`config.mk`:
```
export PLATFORM = sky130hd
export DESIGN_NAME = pc_sequencer
export DESIGN_NICKNAME = d
export VERILOG_FILES = /design/src/rtl/pipeline_pkg.sv /design/src/rtl/branch_target.sv /design/src/rtl/pc_sequencer.sv
export SDC_FILE = /design/constraint.sdc
export NUM_CORES = 1
export LEC_CHECK = 0
export ABC_AREA = 1
export BUFFER_PORTS_ARGS = -buffer_cell sky130_fd_sc_hd__buf_2
export CAP_MARGIN = 25
export CORE_MARGIN = 2
export CORE_UTILIZATION = 58
export DETAILED_ROUTE_END_ITERATION = 10
export PLACE_DENSITY = 0.95
export SLEW_MARGIN = 20
export SYNTH_ARGS = -nofsm -noshare
export SYNTH_HDL_FRONTEND = slang
export SYNTH_SLANG_ARGS = --single-unit
export TNS_END_PERCENT = 50
```
`constraint.sdc`:
```
create_clock -name clk -period 2.8 [get_ports clk]
set_input_delay 0.14 -clock clk [delete_from_list [all_inputs] [get_ports clk]]
set_output_delay 0.14 -clock clk [all_outputs]
set_load 0.005 [all_outputs]
```
`src/rtl/pipeline_pkg.sv`:
```
// pipeline_pkg: shared definitions for the fetch-stage PC sequencer.
//   pc_state_t  - fetch FSM states (IDLE, FETCH, HOLD)
//   RESET_PC    - PC value loaded on reset
//   EXC_PC      - PC value loaded on an alignment exception
//                 (only used when PC_ALIGN_CHECK_EN is defined)
//   WORD_SHIFT  - byte-to-word scaling for branch/jump offsets
package pipeline_pkg;

    typedef enum logic [1:0] {
        IDLE  = 2'd0,
        FETCH = 2'd1,
        HOLD  = 2'd2
    } pc_state_t;

    localparam logic [31:0] RESET_PC   = 32'hBFC0_0000;
    localparam logic [31:0] EXC_PC     = 32'hBFC0_0380;
    localparam int unsigned WORD_SHIFT = 2;

endpackage

```
`src/rtl/branch_target.sv`:
```
// branch_target: combinational branch/jump target calculation.
// Ports:
//   br_base     in  32  PC+4 of the branch/jump instruction
//   br_imm      in  16  signed word offset of a conditional branch
//   jump_index  in  26  instr_index field of j/jal
//   br_target   out 32  br_base + sign-extended offset scaled to bytes
//   jump_target out 32  br_base[31:28] concatenated with scaled index
module branch_target
    import pipeline_pkg::*;
(
    input  logic [31:0] br_base,
    input  logic [15:0] br_imm,
    input  logic [25:0] jump_index,
    output logic [31:0] br_target,
    output logic [31:0] jump_target
);

    logic [31:0] imm_sext;

    always_comb begin
        imm_sext    = {{16{br_imm[15]}}, br_imm};
        // Add wraps modulo 2^32; no overflow detection.
        br_target   = br_base + (imm_sext << WORD_SHIFT);
        jump_target = {br_base[31:28], jump_index, {WORD_SHIFT{1'b0}}};
    end

endmodule

```
`src/rtl/pc_sequencer.sv`:
```
// pc_sequencer: fetch-stage program-counter sequencer.
// Owns the PC register and issues imem fetch requests with a req/ack
// handshake. Next PC priority: redirect this cycle (jr > jump > branch),
// then a pending redirect, then pc_o + 4.
// Optional feature macro: PC_ALIGN_CHECK_EN
//   defined   - misaligned target traps to EXC_PC with exc_o/badvaddr_o
//   undefined - target[1:0] forced to 2'b00, exc_o/badvaddr_o tied 0
// Ports:
//   clk         in   1  clock, posedge
//   rst         in   1  synchronous active-high reset
//   stall       in   1  hazard hold; PC does not advance
//   br_taken    in   1  conditional branch resolved taken
//   br_base     in  32  PC+4 of the branch/jump instruction
//   br_imm      in  16  branch immediate (signed word offset)
//   jump        in   1  j/jal
//   jump_index  in  26  instr_index field
//   jr          in   1  jr/jalr
//   jr_target   in  32  register target for jr
//   inst_ack    in   1  imem accepted pc_o
//   pc_o        out 32  current fetch address
//   inst_req    out  1  fetch request valid
//   flush_o     out  1  pulse when pc_o takes a redirect target
//   exc_o       out  1  alignment exception pulse
//   badvaddr_o  out 32  faulting target of the last exception
module pc_sequencer
    import pipeline_pkg::*;
(
    input  logic        clk,
    input  logic        rst,
    input  logic        stall,
    input  logic        br_taken,
    input  logic [31:0] br_base,
    input  logic [15:0] br_imm,
    input  logic        jump,
    input  logic [25:0] jump_index,
    input  logic        jr,
    input  logic [31:0] jr_target,
    input  logic        inst_ack,
    output logic [31:0] pc_o,
    output logic        inst_req,
    output logic        flush_o,
    output logic        exc_o,
    output logic [31:0] badvaddr_o
);

    pc_state_t   state;
    pc_state_t   state_nxt;

    logic [31:0] br_target;
    logic [31:0] jump_target;

    logic        redirect;
    logic [31:0] redirect_pc;
    logic        advance;
    logic        sel_vld;
    logic [31:0] sel_pc;

    logic [31:0] pc_q;
    logic [31:0] pending_pc;
    logic        pending_vld;
    logic        flush_q;

    branch_target u_branch_target (
        .br_base     (br_base),
        .br_imm      (br_imm),
        .jump_index  (jump_index),
        .br_target   (br_target),
        .jump_target (jump_target)
    );

    // Redirect selection and advance condition.
    always_comb begin
        redirect    = jr | jump | br_taken;
        redirect_pc = br_target;
        if (jr) begin
            redirect_pc = jr_target;
        end else if (jump) begin
            redirect_pc = jump_target;
        end
        advance = ((state == FETCH) && inst_ack && !stall) ||
                  ((state == HOLD) && !stall);
        sel_vld = redirect | pending_vld;
        sel_pc  = redirect ? redirect_pc : pending_pc;
    end

    // FSM state register.
    always_ff @(posedge clk) begin
        if (rst) begin
            state <= IDLE;
        end else begin
            state <= state_nxt;
        end
    end

    // FSM next state.
    always_comb begin
        state_nxt = state;
        case (state)
            IDLE:  state_nxt = FETCH;
            FETCH: begin
                if (inst_ack) begin
                    state_nxt = stall ? HOLD : FETCH;
                end
            end
            HOLD: begin
                if (!stall) begin
                    state_nxt = FETCH;
                end
            end
            default: state_nxt = IDLE;
        endcase
    end

`ifdef PC_ALIGN_CHECK_EN
    logic        exc_q;
    logic [31:0] badvaddr_q;
    logic        misaligned;

    always_comb begin
        misaligned = (sel_pc[1:0] != 2'b00);
    end

    always_ff @(posedge clk) begin
        if (rst) begin
            pc_q        <= RESET_PC;
            pending_pc  <= '0;
            pending_vld <= 1'b0;
            flush_q     <= 1'b0;
            exc_q       <= 1'b0;
            badvaddr_q  <= '0;
        end else begin
            flush_q <= 1'b0;
            exc_q   <= 1'b0;
            if (advance) begin
                pending_vld <= 1'b0;
                if (sel_vld) begin
                    flush_q <= 1'b1;
                    if (misaligned) begin
                        pc_q       <= EXC_PC;
                        exc_q      <= 1'b1;
                        badvaddr_q <= sel_pc;
                    end else begin
                        pc_q <= sel_pc;
                    end
                end else begin
                    pc_q <= pc_q + 32'd4;
                end
            end else if (redirect) begin
                // Newest redirect wins; alignment is checked when applied.
                pending_pc  <= redirect_pc;
                pending_vld <= 1'b1;
            end
        end
    end

    assign exc_o      = exc_q;
    assign badvaddr_o = badvaddr_q;
`else
    always_ff @(posedge clk) begin
        if (rst) begin
            pc_q        <= RESET_PC;
            pending_pc  <= '0;
            pending_vld <= 1'b0;
            flush_q     <= 1'b0;
        end else begin
            flush_q <= 1'b0;
            if (advance) begin
                pending_vld <= 1'b0;
                if (sel_vld) begin
                    flush_q <= 1'b1;
                    pc_q    <= {sel_pc[31:2], 2'b00};
                end else begin
                    pc_q <= pc_q + 32'd4;
                end
            end else if (redirect) begin
                pending_pc  <= redirect_pc;
                pending_vld <= 1'b1;
            end
        end
    end

    assign exc_o      = 1'b0;
    assign badvaddr_o = '0;
`endif

    assign pc_o     = pc_q;
    assign inst_req = (state == FETCH);
    assign flush_o  = flush_q;

endmodule
```
; Yosys cells after proc, flatten, opt, wreduce, memory -nomap -nowiden
; Index checks and enable logic that the tools add are counted.
[word_totals]
in_bits = 113
ff_bits = 68
output_inout_bits = 67
word_cells = 35
[op_classes]
bitwise = 4
reduce_logical = 10
n_mux = 9
eq_ne = 4
n_addsub = 2
[op_table]
columns = operator, count
row1 = 2-to-1 mux 32 bit, 4
row2 = adder 32 x 3 -> 32 bit (second input constant), 1
row3 = adder 32 bit, 1
row4 = 2-to-1 mux 2 bit, 3
row5 = case mux 2 bit (3 select lines), 1
row6 = inequality test 2 bit (second input constant), 2
row7 = AND reduction 2 bit, 2
row8 = OR reduction 2 bit, 2
row9 = logical AND 1 bit, 3
row10 = bitwise OR 1 bit, 3
row11 = equality test 2 x 1 -> 1 bit (second input constant), 1
row12 = equality test 2 bit (second input constant), 1
row13 = logical NOT 2 bit, 1
row14 = logical NOT 1 bit, 1
row15 = logical OR 1 bit, 1
row16 = 2-to-1 mux 1 bit, 1
row17 = inverter 1 bit, 1

; Logic depth before layout (Yosys ltp)
; Gate-level depths: netlist of run 1.
[depth]
depth_word = 6
mapped_depth = 17
mapped_depth_nobuf = 17

; Modules after synthesis
; A second synthesis of run 1 with hierarchy kept.
[hier_totals]
cells_unflattened = 1167
hier_area_um2 = 6826.5
[modules_own_cells]
columns = module, cells_each, seq_area_each_um2, area_each_um2, n_inst
row1 = pc_sequencer, 686, 1281.2, 4336.7, 1
row2 = branch_target, 481, 0.0, 2489.9, 1

; Worst setup path after synthesis of run 1
; No wires, ideal clock.
[synth_path]
kind = input -> register
startpoint = in br_base[2]
endpoint = reg pc_q[12] (netlist: pc_o[12])
required_ps = 2688
path_slack_ps = 880
setup_time_ps = 112
arrival_ps = 1808
path_stages = 14
path_buffers = 0
path_cell_list = ha_1 fa_1 nand2_1 o21ai_1 nand2_1 nand2_1 nand2_1 nand2_1 or2_2 nand3_1 a21o_1 nand3_1 nand2_1 nand2_1
[synth_between]
elab_chain_len = 5
[synth_lines]
columns = element, line
row1 = from (decl), pc_sequencer.sv:32  ; input logic [31:0] br_base,
row2 = adder 32 bit, branch_target.sv:23  ; br_target = br_base + (imm_sext << WORD_SHIFT);
row3 = 2-to-1 mux 32 bit, pc_sequencer.sv:77  ; end else if (jump) begin
row4 = 2-to-1 mux 32 bit, pc_sequencer.sv:75  ; if (jr) begin
row5 = 2-to-1 mux 32 bit, --
row6 = 2-to-1 mux 32 bit, pc_sequencer.sv:169  ; if (sel_vld) begin
row7 = to (signal assigned), pc_sequencer.sv:171  ; pc_q <= {sel_pc[31:2], 2'b00};
row8 = to (signal assigned), pc_sequencer.sv:173  ; pc_q <= pc_q + 32'd4;
row9 = to (decl), pc_sequencer.sv:58  ; logic [31:0] pc_q;
; No other way between the ends.
; A chain may end at the register's enable or synchronous reset.

; Worst setup path in the final report of run 1
[layout_path]
startpoint = reg pc_q[2] (netlist: pc_o[2])
endpoint = reg pc_q[28] (netlist: pc_o[28])
[layout_between]
elab_chain_len = 2
[layout_lines]
columns = element, line
row1 = adder 32 x 3 -> 32 bit, pc_sequencer.sv:173
row2 = 2-to-1 mux 32 bit, pc_sequencer.sv:169
; No other way between the ends.

==> results.toml, run 1 <==
[die]
fp-row-count = 37
floorplan.io_pins = 180
start_util_pct = 59.8
core_area_mm2 = 0.0104
fp.dieH_um = 107
dieWidth_um = 107
fp.dieArea_mm2 = 0.0115

[critical_path]
critical_path_launch_point = "pc_o[2]"
worst-endpoint-required_ns = 3.05
critical_path.cell_chain = "ha_1 -> nand3_1 -> inv_2 -> nand2_2 -> nor2_2 -> nand2_2 -> nor2_1 -> nand4_1 -> a21oi_1 -> nand2_1 -> o21ai_1 -> a21oi_2"
critical_path.n_buffers_inverters = 1
worst-endpoint-arrival_ns = 2.56
worst_path_largest_cell_delay_ns = 0.45
worstSetupStartpointType = "flip-flop"
worst_reg2reg_path_length_in_cells = 12
critical_path.most_common_cell = "nand2_2"
worst-path-max-fanout = 5
critPathKind = "reg2reg"
r2r-start = "pc_o[2]"
critical_path.reg2reg.endpoint = "pc_o[28]"
crit_slowest_cell = "dfxtp_1"
kind_of_end_point_of_the_critical_path = "flip-flop"
worst-r2r-setup-slack_ns = 0.49
critical_path.top_delay_family = "simple AND/OR/NAND/NOR gates"

[timing]
rsz_0062_raised_after_global_routing = "false"
final_hold_viol_count = 0
count_of_final_setup_violators = 0
final.setup_skew_ns = 0.00789
setup_tns_final_ns = 0
timing.slew.headroom_pct = 48.2
worst-slew-pin-transition_ns = 0.776
finalCriticalPeriod_ns = 2.31
clock.fmax_mhz = 433
post-route-period-util_pct = 82.5
maxSlewViolCount = 0

[drt]
first_pass_iteration_count_of_the_detailed_router = 6
routed-via-count = 7322
route.detailed.vias_per_inst = 5.40
detailedRoute.firstIterationViolations = 815
antenna_left = 0
post_drt_wl_per_cell_um = 14.5
routed_wirelength_um = 19600
final_routed_drc_violation_total = 0

[run_status]
status = "complete, no violations"

[final_layout]
post_layout_nonfiller_instances = 1356
most_common_cell_after_layout_fill_and_taps_aside = "nand2_1"
layout-drive-gt1-share_pct = 16.3
syn2layout_area_growth_pct = 14.2
mostFrequentLayoutCells = "nand2_1, buf_2, inv_1"
nFillCells = 990
final_net_count = 1359
diodes = 0

[clocking]
clock_tree.htree_level_count = 3
clockBufferDepth = 2
cts_made_buffers = 9
clkSlewWorstSetupHoldPaths_ns = 0.07
cts_root_buf = "clkbuf_8"
cts_tree = "built"
cts_resized = 0
worstSkewPairLatency_ns = 0.35
post-cts-setup-buffers = 0
cts.hold.buffers_added = 0
total_clock_sinks = 64

[global_routing]
grt_antenna_before_repair = 0
grt_most_used_layer = "met2"
via_count_of_the_first_global_routing_pass = 6662
grt_pass1_wl_um = 31800
groute.layer.met2.usage_pct = 57.3
grtUsageTotal_pct = 34.5
grtUsageMet3_pct = 6.84
maximum_number_of_pins_on_one_net_before_global_route_repair = 47
global_route.usage.met1_pct = 45.6
overflow = 0

[synth]
yosys_warns = 0
synth_area_mm2 = 0.00620
synth_edf_count = 0
post_synth_num_cell_types = 41
post_synth_main_area_contributors = "nand2_1, dfxtp_1, inv_1"
synth_top_cell_area_share_pct = 22.3
synth_area_per_cell_um2 = 5.72
postSynth.asyncResetShare_pct = 0
ys_seq_area_share_pct = 20.7
syn_inst = 1085
synthDominantAreaCellType = "nand2_1"
synthFlopType = "dfxtp_1"
ys_ff_latch = 64

[placement]
dp.final_hpwl_um = 15500
dpl.cell_count = 1340
port_buffers = 140
gp_congestion = 0.996

[run]
timing.max_cap.violations = 0

[min_path]
holdCritStartpoint = "rst"
worstHoldPathType = "in2reg"
whs_endpoint = "state[0]"
whs_path_depth = 2

[power_and_ir_drop]
cellLeakagePower_nw = 3.78
power_density_mw_per_mm2 = 379
vdd_drop_max_uv = 300
## Yosys cell counts, types with 4 or more instances
library cell,n
a21o_1,4
a21oi_1,79
a22oi_1,6
buf_1,4
buf_2,7
buf_4,35
clkbuf_1,20
dfxtp_1,64
ha_1,30
inv_1,115
nand2_1,369
nand2_2,5
nand3_1,54
nand3b_1,4
nand4_1,15
nor2_1,112
nor2_2,6
nor2_4,4
nor3_1,21
nor4_1,4
o211ai_1,6
o21ai_0,58
o21ai_1,10
or2_2,7
xnor2_1,9
xor2_1,10
## worst max path at each step
stage | end | slack, ns | cells after the start
after floorplan | pc_o[12] | 0.88 | 14
after global placement | pc_o[12] | 0.58 | 15
after detailed placement | pc_o[12] | 0.55 | 15
after CTS | pc_o[28] | 0.58 | 13
after global routing | pc_o[28] | 0.35 | 13
final | pc_o[28] | 0.49 | 12
## layout make-up
type                            instances  area [µm²]  area share [%]
Inverter                              120         450            6.36
Multi-Input combinational cell        869        4210            59.5
Tap cell                              136         170            2.40
Clock inverter                          3        15.0           0.212
Clock buffer                           13         169            2.38
Sequential cell                        64        1280            18.1
Timing Repair Buffer                  151         783            11.1
## report_power, final
| part | internal, mW | switching [mW] |
|---|---|---|
| logic | 0.319 | 0.566 |
| registers | 0.980 | 0.0610 |
| clock network | 0.390 | 0.366 |
| total | 1.69 | 0.993 |
## registers in the layout (all words and copies together), names as in the netlist
signal / count
flush_o: 1
pc_o: 30
pending_pc: 30
pending_vld: 1
state: 2
## layer usage
layer	up-vias	part of all wire (%)
li1	3679	-
met1	3215	42
met2	388	45
met3	40	10
met4	0	2.2
met5	-	0
## cells by family (layout without fill, tap and decap cells)
family,count (synthesis),in the layout,synth area share [%]
DFF,64,64,20.7
and+or+nand+nor,607,607,41.1
adders and majority gates,31,31,6.38
other,1,35,0.0605
xor gates and xnor gates,19,19,2.68
buffers and inverters,186,287,13.5
AOI/OAI and AO/OA,177,177,15.6
## worst register-to-register path, cell delays in order, from the launching register on
cell	delay, ns
dfxtp_1	0.45
ha_1	0.23
nand3_1	0.18
inv_2	0.11
nand2_2	0.07
nor2_2	0.17
nand2_2	0.11
nor2_1	0.28
nand4_1	0.20
a21oi_1	0.20
nand2_1	0.08
o21ai_1	0.09
a21oi_2	0.04
## through the flow
| step | worst slack, ns | hold WS (ns) | power (mW) | area, µm² | utilization (%) |
|---|---|---|---|---|---|
| 2_1_floorplan | 0.880 | 0.209 | 1.66 | 6330 | - |
| 3_3_place_gp | 0.581 | 0.362 | 1.90 | 6900 | 66.5 |
| 3_5_place_dp | 0.546 | 0.376 | 1.92 | 6900 | 66.5 |
| 4_1_cts | 0.582 | 0.00128 | 2.66 | 7080 | 68.3 |
| 5_1_grt | 0.347 | 0.0267 | 2.83 | 7080 | 68.3 |
| 6_report | 0.490 | 0.0120 | 2.68 | 7080 | 68.3 |
(Power assumes the default switching activity.)
==> run 2: changes to the inputs <==
- CORE_UTILIZATION: 58 -> 48
- PLACE_DENSITY: 0.95 -> 0.87
- clock period: 2.8 -> 2.1 ns (I/O delays scaled with it)
==> run 2 against run 1 <==
- final cell count up 7.2%
- sequential power grew 33%
- first-iteration DRC count down 2.1%
- critical endpoint is now pc_o[25]
- combinational power grew 49%
- clock power rose by 83%
- critical path depth up 1
- non-clock buffer count up 63
- die area rose by 20%
- utilization decreased by 7.0 points
- maximum frequency increased by 18%
- sequential share of layout area fell by 1.5 points
==> results.toml, run 2 (synthesis gave the netlist of run 1 again) <==
[power_and_ir_drop]
power_mw = 4.08
power_density_mw_per_mm2 = 528
cellLeakagePower_nw = 4.13
vdd_drop_max_uv = 408

[global_routing]
maximum_number_of_pins_on_one_net_before_global_route_repair = 47
grt_antenna_before_repair = 0
grt_pass1_wl_um = 33100
grtUsageTotal_pct = 29.3
overflow = 0
via_count_of_the_first_global_routing_pass = 6827

[timing]
worst-slew-pin-transition_ns = 0.583
setup_ws_ns = 0.150
post-route-period-util_pct = 92.8
clock.fmax_mhz = 513
count_of_final_setup_violators = 0
finalCriticalPeriod_ns = 1.95
maxSlewViolCount = 0
final_hold_viol_count = 0
final.setup_skew_ns = 0.00654
timing.slew.headroom_pct = 61.1
rsz_0062_raised_after_global_routing = "true"

[final_layout]
layout-drive-gt1-share_pct = 20.6
most_common_cell_after_layout_fill_and_taps_aside = "nand2_1"
final_area_mm2 = 0.00774
final_net_count = 1422
syn2layout_area_growth_pct = 24.8
nFillCells = 1245
mostFrequentLayoutCells = "nand2_1, buf_2, inv_1"
diodes = 0

[drt]
routed_wirelength_um = 20600
final_routed_drc_violation_total = 0
post_drt_wl_per_cell_um = 14.2
antenna_left = 0
detailedRoute.firstIterationViolations = 798
routed-via-count = 7501
first_pass_iteration_count_of_the_detailed_router = 7
route.detailed.vias_per_inst = 5.16

[clocking]
total_clock_sinks = 64
cts_tree = "built"
clockBufferDepth = 2
cts_made_buffers = 9
clock_tree.htree_level_count = 3
clkSlewWorstSetupHoldPaths_ns = 0.05
worstSkewPairLatency_ns = 0.33
cts.hold.buffers_added = 0
cts_root_buf = "clkbuf_16"

[critical_path]
worst-r2r-setup-slack_ns = 0.15
worst-endpoint-required_ns = 2.32
worstSetupStartpointType = "flip-flop"
kind_of_end_point_of_the_critical_path = "flip-flop"
critical_path.most_common_cell = "nand2_1"
worst-endpoint-arrival_ns = 2.17
worst_reg2reg_path_length_in_cells = 13
critPathKind = "reg2reg"
critical_path.cell_chain = "nand2_1 -> nor2_4 -> nand2_2 -> nor2_4 -> nand3_2 -> nor2_2 -> nand2_2 -> nor2_4 -> nand2_1 -> nand2_1 -> nand2_1 -> o22ai_1 -> a21oi_2"
crit_slowest_cell = "dfxtp_1"
worst-path-max-fanout = 5
worst_path_largest_cell_delay_ns = 0.45

[die]
fp.dieArea_mm2 = 0.0138
floorplan.io_pins = 180
core_area_mm2 = 0.0126
fp-row-count = 41
dieWidth_um = 118
start_util_pct = 49.1
fp.dieH_um = 118

[min_path]
worstHoldPathType = "in2reg"
whs_path_depth = 2

[placement]
port_buffers = 140
pre_cts_slack_ns = -0.0261
placedInstanceArea_mm2 = 0.00742
gp_congestion = 0.989
dp.final_hpwl_um = 16700

[run]
timing.max_cap.violations = 0

[run_status]
status = "complete, no violations"
[run 2: worst paths after layout]
path             startpoint              to
max                 pc_o[5]        pc_o[25]
min                     rst        state[0]
max reg2reg         pc_o[5]        pc_o[25]
min reg2reg  pending_pc[13]  pending_pc[13]
[run 2: routing by layer]
metal	vias to the layer above	part of all wire, %	track usage [%]
met5	-	0	0
met2	303	46	49.1
met1	3357	45	39.2
met4	0	1.4	6.93
li1	3812	-	-
met3	29	8.0	4.84
[run 2: area by class of cell]
| class | count | area (µm²) | area share [%] |
|---|---|---|---|
| repair buffers | 214 | 1280 | 16.6 |
| multi-input cells | 869 | 4230 | 54.7 |
| flip-flops and latches | 64 | 1280 | 16.6 |
| clock buffers | 12 | 256 | 3.32 |
| inverters | 120 | 454 | 5.87 |
| clock inverters | 3 | 17.5 | 0.226 |
| well taps | 172 | 215 | 2.78 |
[run 2: power breakdown]
| part | switching [mW] | internal, mW |
|---|---|---|
| combinational | 0.793 | 0.524 |
| clock | 0.533 | 0.852 |
| sequential | 0.0708 | 1.31 |
[run 2: stage by stage]
stage	utilization (%)	hold WS [ns]	TNS [ns]	cells
global placement	58.8	0.340	-0.0307	1436
CTS	61.0	0.00732	0	1451
finish	61.3	0.0308	0	1454
global route	61.3	0.0474	-0.00353	1454
floorplan	-	0.174	0	1119
detailed placement	58.8	0.355	-0.106	1436
[run 2: worst max-delay path, delay by kind of cell, from the launching register on]
| kind | cells | cell delay, ns |
|---|---|---|
| AO/OA/AOI/OAI | 2 | 0.18 |
| flip-flops | 1 | 0.45 |
| AND/OR/NAND/NOR | 11 | 1.22 |
[run 2: timing repair]
action / 4_1_cts / 5_1_grt
buffers inserted: 0 / 3
setup endpoints to repair: 0 / 12
gates resized for setup: 0 / 5
